[config.mk]
export PLATFORM = sky130hd
export DESIGN_NAME = card_dealer
export DESIGN_NICKNAME = d
export VERILOG_FILES = /design/src/rtl/card_pkg.sv /design/src/rtl/onehot_encoder.sv /design/src/rtl/card_dealer.sv
export SDC_FILE = /design/constraint.sdc
export NUM_CORES = 1
export LEC_CHECK = 0
export ABC_CLOCK_PERIOD_IN_PS = 10700
export BUFFER_PORTS_ARGS = -buffer_cell sky130_fd_sc_hd__buf_4
export CAP_MARGIN = 20
export CORE_MARGIN = 10
export CORE_UTILIZATION = 45
export CTS_CLUSTER_SIZE = 20
export DETAILED_ROUTE_END_ITERATION = 8
export MAX_ROUTING_LAYER = met4
export PLACE_DENSITY = 0.7
export SKIP_CTS_REPAIR_TIMING = 1
export SLEW_MARGIN = 25
export SYNTH_ARGS = -nofsm -noshare
export SYNTH_HDL_FRONTEND = slang
export SYNTH_SLANG_ARGS = --single-unit
[constraint.sdc]
create_clock -name clk -period 10.7 [get_ports clk]
set_clock_uncertainty 0.2 [all_clocks]
set_input_delay 1.07 -clock clk [delete_from_list [all_inputs] [get_ports clk]]
set_output_delay 1.07 -clock clk [all_outputs]
set_load 0.02 [all_outputs]
[src/rtl/card_pkg.sv]
// Shared types for the card dealer: FSM states, reject codes and a width helper.
package card_pkg;

    typedef enum logic [1:0] {
        ST_PLAY      = 2'd0,
        ST_ROUND_END = 2'd1,
        ST_GAME_OVER = 2'd2
    } state_t;

    typedef enum logic [1:0] {
        REJ_NONE   = 2'b00,
        REJ_ONEHOT = 2'b01,
        REJ_USED   = 2'b10
    } rej_code_t;

    // Index width that never collapses to zero bits for single-entry ranges.
    function automatic int clog2_min1(input int n);
        return (n > 1) ? $clog2(n) : 1;
    endfunction

endpackage

[src/rtl/onehot_encoder.sv]
// Converts a one-hot vector to its bit index and flags whether exactly one bit is set.
module onehot_encoder #(
    parameter int N = 9,
    parameter int W = 4
) (
    input  logic [N-1:0] sel,
    output logic [W-1:0] idx,
    output logic         onehot_ok
);

    always_comb begin
        idx = '0;
        for (int i = 0; i < N; i++) begin
            if (sel[i]) begin
                idx = idx | W'(i);
            end
        end
    end

    // Clearing the lowest set bit leaves zero only for a single-bit vector.
    assign onehot_ok = (sel != '0) && ((sel & (sel - N'(1))) == '0);

endmodule

[src/rtl/card_dealer.sv]
// Turn-based card handout: validates one-hot selections against the shared deck,
// records each player's card and sequences rounds through to game over.
module card_dealer
    import card_pkg::*;
#(
    parameter int NUM_CARDS    = 9,
    parameter int NUM_PLAYERS  = 2,
    parameter int RETURN_CARDS = 0,
    parameter int IDX_W        = clog2_min1(NUM_CARDS),
    parameter int PL_W         = clog2_min1(NUM_PLAYERS),
    parameter int RND_W        = $clog2(NUM_CARDS + 1)
) (
    input  logic                         clk,
    input  logic                         reset,
    input  logic                         new_game,
    input  logic                         sel_valid,
    output logic                         sel_ready,
    input  logic [NUM_CARDS-1:0]         sel_card,
    output logic [PL_W-1:0]              turn,
    output logic [NUM_PLAYERS*IDX_W-1:0] hand_card,
    output logic [NUM_PLAYERS-1:0]       hand_valid,
    output logic [NUM_CARDS-1:0]         avail,
    output logic                         reject,
    output logic [1:0]                   reject_code,
    output logic                         round_done,
    input  logic                         round_ack,
    output logic [RND_W-1:0]             round_count,
    output logic                         game_over
);

    localparam logic [PL_W-1:0] LAST_TURN = PL_W'(NUM_PLAYERS - 1);

    state_t               state_reg, state_next;
    logic [PL_W-1:0]      turn_reg, turn_next;
    logic [NUM_CARDS-1:0] avail_reg, avail_next, avail_restore;
    logic                 reject_reg, reject_next;
    logic [1:0]           code_reg, code_next;
    logic [RND_W-1:0]     round_count_reg, round_count_next;
    logic [RND_W-1:0]     restore_count;
    logic [IDX_W-1:0]     sel_idx;
    logic                 sel_onehot, card_free, accept, hand_load, hand_clear;

    onehot_encoder #(
        .N(NUM_CARDS),
        .W(IDX_W)
    ) u_encoder (
        .sel      (sel_card),
        .idx      (sel_idx),
        .onehot_ok(sel_onehot)
    );

    assign card_free     = |(sel_card & avail_reg);
    assign sel_ready     = (state_reg == ST_PLAY) & ~new_game;
    assign accept        = sel_valid & sel_ready;
    assign avail_restore = (RETURN_CARDS != 0) ? '1 : avail_reg;

    // Deck size as it will stand once the current round is acknowledged.
    always_comb begin
        restore_count = '0;
        for (int i = 0; i < NUM_CARDS; i++) begin
            restore_count = restore_count + RND_W'(avail_restore[i]);
        end
    end

    always_comb begin
        state_next       = state_reg;
        turn_next        = turn_reg;
        avail_next       = avail_reg;
        reject_next      = 1'b0;
        code_next        = code_reg;
        round_count_next = round_count_reg;
        hand_load        = 1'b0;
        hand_clear       = 1'b0;
        if (new_game) begin
            state_next       = ST_PLAY;
            turn_next        = '0;
            avail_next       = '1;
            code_next        = REJ_NONE;
            round_count_next = '0;
        end else begin
            case (state_reg)
                ST_PLAY: begin
                    if (accept) begin
                        if (!sel_onehot) begin
                            reject_next = 1'b1;
                            code_next   = REJ_ONEHOT;
                        end else if (!card_free) begin
                            reject_next = 1'b1;
                            code_next   = REJ_USED;
                        end else begin
                            hand_load  = 1'b1;
                            avail_next = avail_reg & ~sel_card;
                            if (turn_reg == LAST_TURN) begin
                                state_next = ST_ROUND_END;
                            end else begin
                                turn_next = turn_reg + PL_W'(1);
                            end
                        end
                    end
                end
                ST_ROUND_END: begin
                    if (round_ack) begin
                        hand_clear = 1'b1;
                        turn_next  = '0;
                        avail_next = avail_restore;
                        if (round_count_reg != '1) begin
                            round_count_next = round_count_reg + RND_W'(1);
                        end
                        state_next = (int'(restore_count) < NUM_PLAYERS) ? ST_GAME_OVER : ST_PLAY;
                    end
                end
                ST_GAME_OVER: begin
                    state_next = ST_GAME_OVER;
                end
                default: begin
                    state_next = ST_PLAY;
                end
            endcase
        end
    end

    always_ff @(posedge clk or posedge reset) begin
        if (reset) begin
            state_reg       <= ST_PLAY;
            turn_reg        <= '0;
            avail_reg       <= '1;
            reject_reg      <= 1'b0;
            code_reg        <= REJ_NONE;
            round_count_reg <= '0;
        end else begin
            state_reg       <= state_next;
            turn_reg        <= turn_next;
            avail_reg       <= avail_next;
            reject_reg      <= reject_next;
            code_reg        <= code_next;
            round_count_reg <= round_count_next;
        end
    end

    logic [IDX_W-1:0] hand_card_reg  [NUM_PLAYERS];
    logic             hand_valid_reg [NUM_PLAYERS];

    // One hand slot per player; hand_card keeps its value across round_ack.
    for (genvar gi = 0; gi < NUM_PLAYERS; gi++) begin : g_hand
        always_ff @(posedge clk or posedge reset) begin
            if (reset) begin
                hand_card_reg[gi]  <= '0;
                hand_valid_reg[gi] <= 1'b0;
            end else if (new_game) begin
                hand_card_reg[gi]  <= '0;
                hand_valid_reg[gi] <= 1'b0;
            end else if (hand_load && (turn_reg == PL_W'(gi))) begin
                hand_card_reg[gi]  <= sel_idx;
                hand_valid_reg[gi] <= 1'b1;
            end else if (hand_clear) begin
                hand_valid_reg[gi] <= 1'b0;
            end
        end
        assign hand_card[gi*IDX_W +: IDX_W] = hand_card_reg[gi];
        assign hand_valid[gi]               = hand_valid_reg[gi];
    end

    assign turn        = turn_reg;
    assign avail       = avail_reg;
    assign reject      = reject_reg;
    assign reject_code = code_reg;
    assign round_done  = (state_reg == ST_ROUND_END);
    assign round_count = round_count_reg;
    assign game_over   = (state_reg == ST_GAME_OVER);

endmodule
==> results.toml <==
[floorplan]
start_util = 0.476
dieHeight_um = 80.1
dieArea_sq_um = 6420
fp.dieW_um = 80.1
coreArea_sq_um = 3420
row_count = 21
ios = 44

[place]
place.gp.congestion = 0.780
port_buffers = 43
preCtsSetupSlack_ns = 6.84
dp_cells = 239
dp_hpwl_um = 3220

[sta]
rsz0062_at_grt = "no"
finalHoldViolations = 0
slew_violations = 0
fin_crit_sh = 0.360
min_period_ns = 3.86
postLayoutSetupSlackWorst_ns = 6.84
fin_setup_tns_ns = 0
setup_viol = 0
worstMarginPinSlew_ns = 0.683
slew_headroom = 0.544
fmax_mhz = 259
hold_slack_ns = 0.324

[worst_hold_path]
min_path_cells = 2
hold_path.class = "register to register"

[power_and_ir_drop]
peakVddDrop_mv = 0.0651
leakage_nw = 1.01
powerDensity_nw_per_um2 = 98.1

[setup_path]
worst_ep_required_time_ns = 10.74
rr_worst_depth = 11
cp-end-kind = "register"
start_kind = "register"
crit_arrival_ns = 3.89
crit_type = "register to register"
crit_fanout = 4

[layout]
drive_above_1_share = 0.323
largest_reg_flops = 9
num-fill-cells = 312
antenna-diode-count = 0
nets = 222
area_growth_pct = 25.6
finalNonFillerCells = 247

[synthesis]
synthArstFlopShare = 1.00
synth_most_common_cell = "dfrtp_1"
synthMuxAreaShare = 0.0554
synth_common_cells = "dfrtp_1, nor2_1, inv_1"
ys_types = 42
yosysTopAreaCellShare = 0.308
yosysSeqAreaShare = 0.453
synth_seq_cells = 29
yosysTopAreaCell = "dfrtp_1"
synth_enable_flop_cells = 0
synth-compound-area-share = 0.165
synth-simple-area-share = 0.175
synth_area_sq_um = 1630
yosys-top-cells-area = "dfrtp_1, dfstp_2, mux2i_1"
synthXorXnorAreaFrac = 0.0162
synth-adder-area-share = 0.0862
ys.flop_type = "dfrtp_1"
synth_top_family_by_area = "simple AND/OR/NAND/NOR gates"
yosys_warnings = 0
synth_nets = 177
syn_avg_cell_area_sq_um = 10.5
syn_inst = 155

[grt]
grt_max_degree = 30
grt_pass1_vias = 1458
use_met2 = 0.223
grt_pass1_wl_um = 7070
gr-total-overflow = 0
met3_usage = 0.0535
met1_usage = 0.169
grt_usage = 0.143
antenna_found_initial = 0
grt-busiest-layer = "met2"

[clock_tree]
path_clk_slew_ns = 0.09
cts_tree = "done"
ctsLongestPathBuffers = 2
cts_root_buf = "clkbuf_4"
cts-buffers-inserted = 5
cts_num_sinks = 29
htree_num_levels = 2
worstSkewPairLatency_ns = 0.32

[routing]
ant_nets = 0
viasPerCell = 5.56
drt_pre_antenna_iters = 5
vias = 1373
drt_wl_total_um = 4140
wl_per_cell_um = 16.7
drc = 0
initialDrtViolationCount = 66

[run]
maxCapViolCount = 0

[run_status]
outcome = "complete, no violations"
-- report_power, final --
part	internal (W)	switching, W	leakage, nW
Clock	0.0000324	0.0000361	0.0326
Sequential	0.000110	0.000000375	0.371
Combinational	0.00000725	0.0000140	0.607
Total	0.000150	0.0000505	1.01
-- cells in the final DEF, fill, tap and decap left out, types with 3 or more instances in the layout --
| cell | Yosys | routed |
|---|---|---|
| buf_4 | 1 | 43 |
| dfrtp_1 | 20 | 20 |
| nor2_1 | 17 | 17 |
| inv_1 | 15 | 14 |
| nand2_1 | 13 | 13 |
| a31oi_1 | 10 | 10 |
| mux2i_1 | 9 | 9 |
| dfstp_2 | 9 | 9 |
| a21oi_1 | 6 | 6 |
| clkbuf_4 | 0 | 5 |
| nand3_1 | 4 | 4 |
| o41ai_1 | 4 | 4 |
| fa_1 | 4 | 4 |
| ha_1 | 4 | 4 |
| nor3_1 | 3 | 3 |
-- cells by family after synthesis --
logic type / Yosys count
AOI/OAI and AO/OA: 34
buffers and inverters: 20
muxes: 9
xor gates and xnor gates: 3
DFF: 29
and+or+nand+nor: 51
adders and majority gates: 9
-- per-stage QoR --
stage / total power, W / utilization / area [sq um]
floorplan: 0.000123 / - / 1630
global placement: 0.000134 / 0.581 / 1980
detailed placement: 0.000134 / 0.581 / 1980
CTS: 0.000203 / 0.598 / 2040
global route: 0.000211 / 0.598 / 2040
finish: 0.000201 / 0.598 / 2040
-- final cells by class --
class	count	area [sq um]	area share
tap	46	57.6	0.0282
inverter	15	56.3	0.0276
multi-input combinational	106	811	0.397
timing repair buffer	43	323	0.158
sequential	29	737	0.361
clock buffer	8	58.8	0.0288
-- critical path: stages (launching register included) --
cell and delay [ns]:
dfstp_2 0.58, fa_1 0.43, inv_1 0.09, fa_1 0.43, fa_1 0.50, inv_1 0.05
ha_1 0.26, a21oi_1 0.09, fa_1 0.40, nor4b_1 0.32, o211ai_1 0.16, a221oi_2 0.27
-- per-layer routing --
| layer | wire length [um] | share of wire |
|---|---|---|
| met4 | 36 | 0.0087 |
| met5 | 0 | 0 |
| met2 | 2020 | 0.49 |
| met3 | 302 | 0.073 |
| met1 | 1780 | 0.43 |
-- final timing paths --
kind | from | to | slack [ns]
worst min register to register | avail[1]$_DFFE_PP1P_ | avail[1]$_DFFE_PP1P_ | 0.32
min in group asynchronous | reset | hand_card[1]$_DFFE_PP0P_ | 0.61
worst max register to register | avail[1]$_DFFE_PP1P_ | state_reg[1]$_DFFE_PP0P_ | 6.84
max in group asynchronous | reset | reject_code[0]$_DFFE_PP0P_ | 9.30
worst min-delay path | avail[1]$_DFFE_PP1P_ | avail[1]$_DFFE_PP1P_ | 0.32
worst max-delay path | avail[1]$_DFFE_PP1P_ | state_reg[1]$_DFFE_PP0P_ | 6.84
Power figures use the tool's default switching activity.
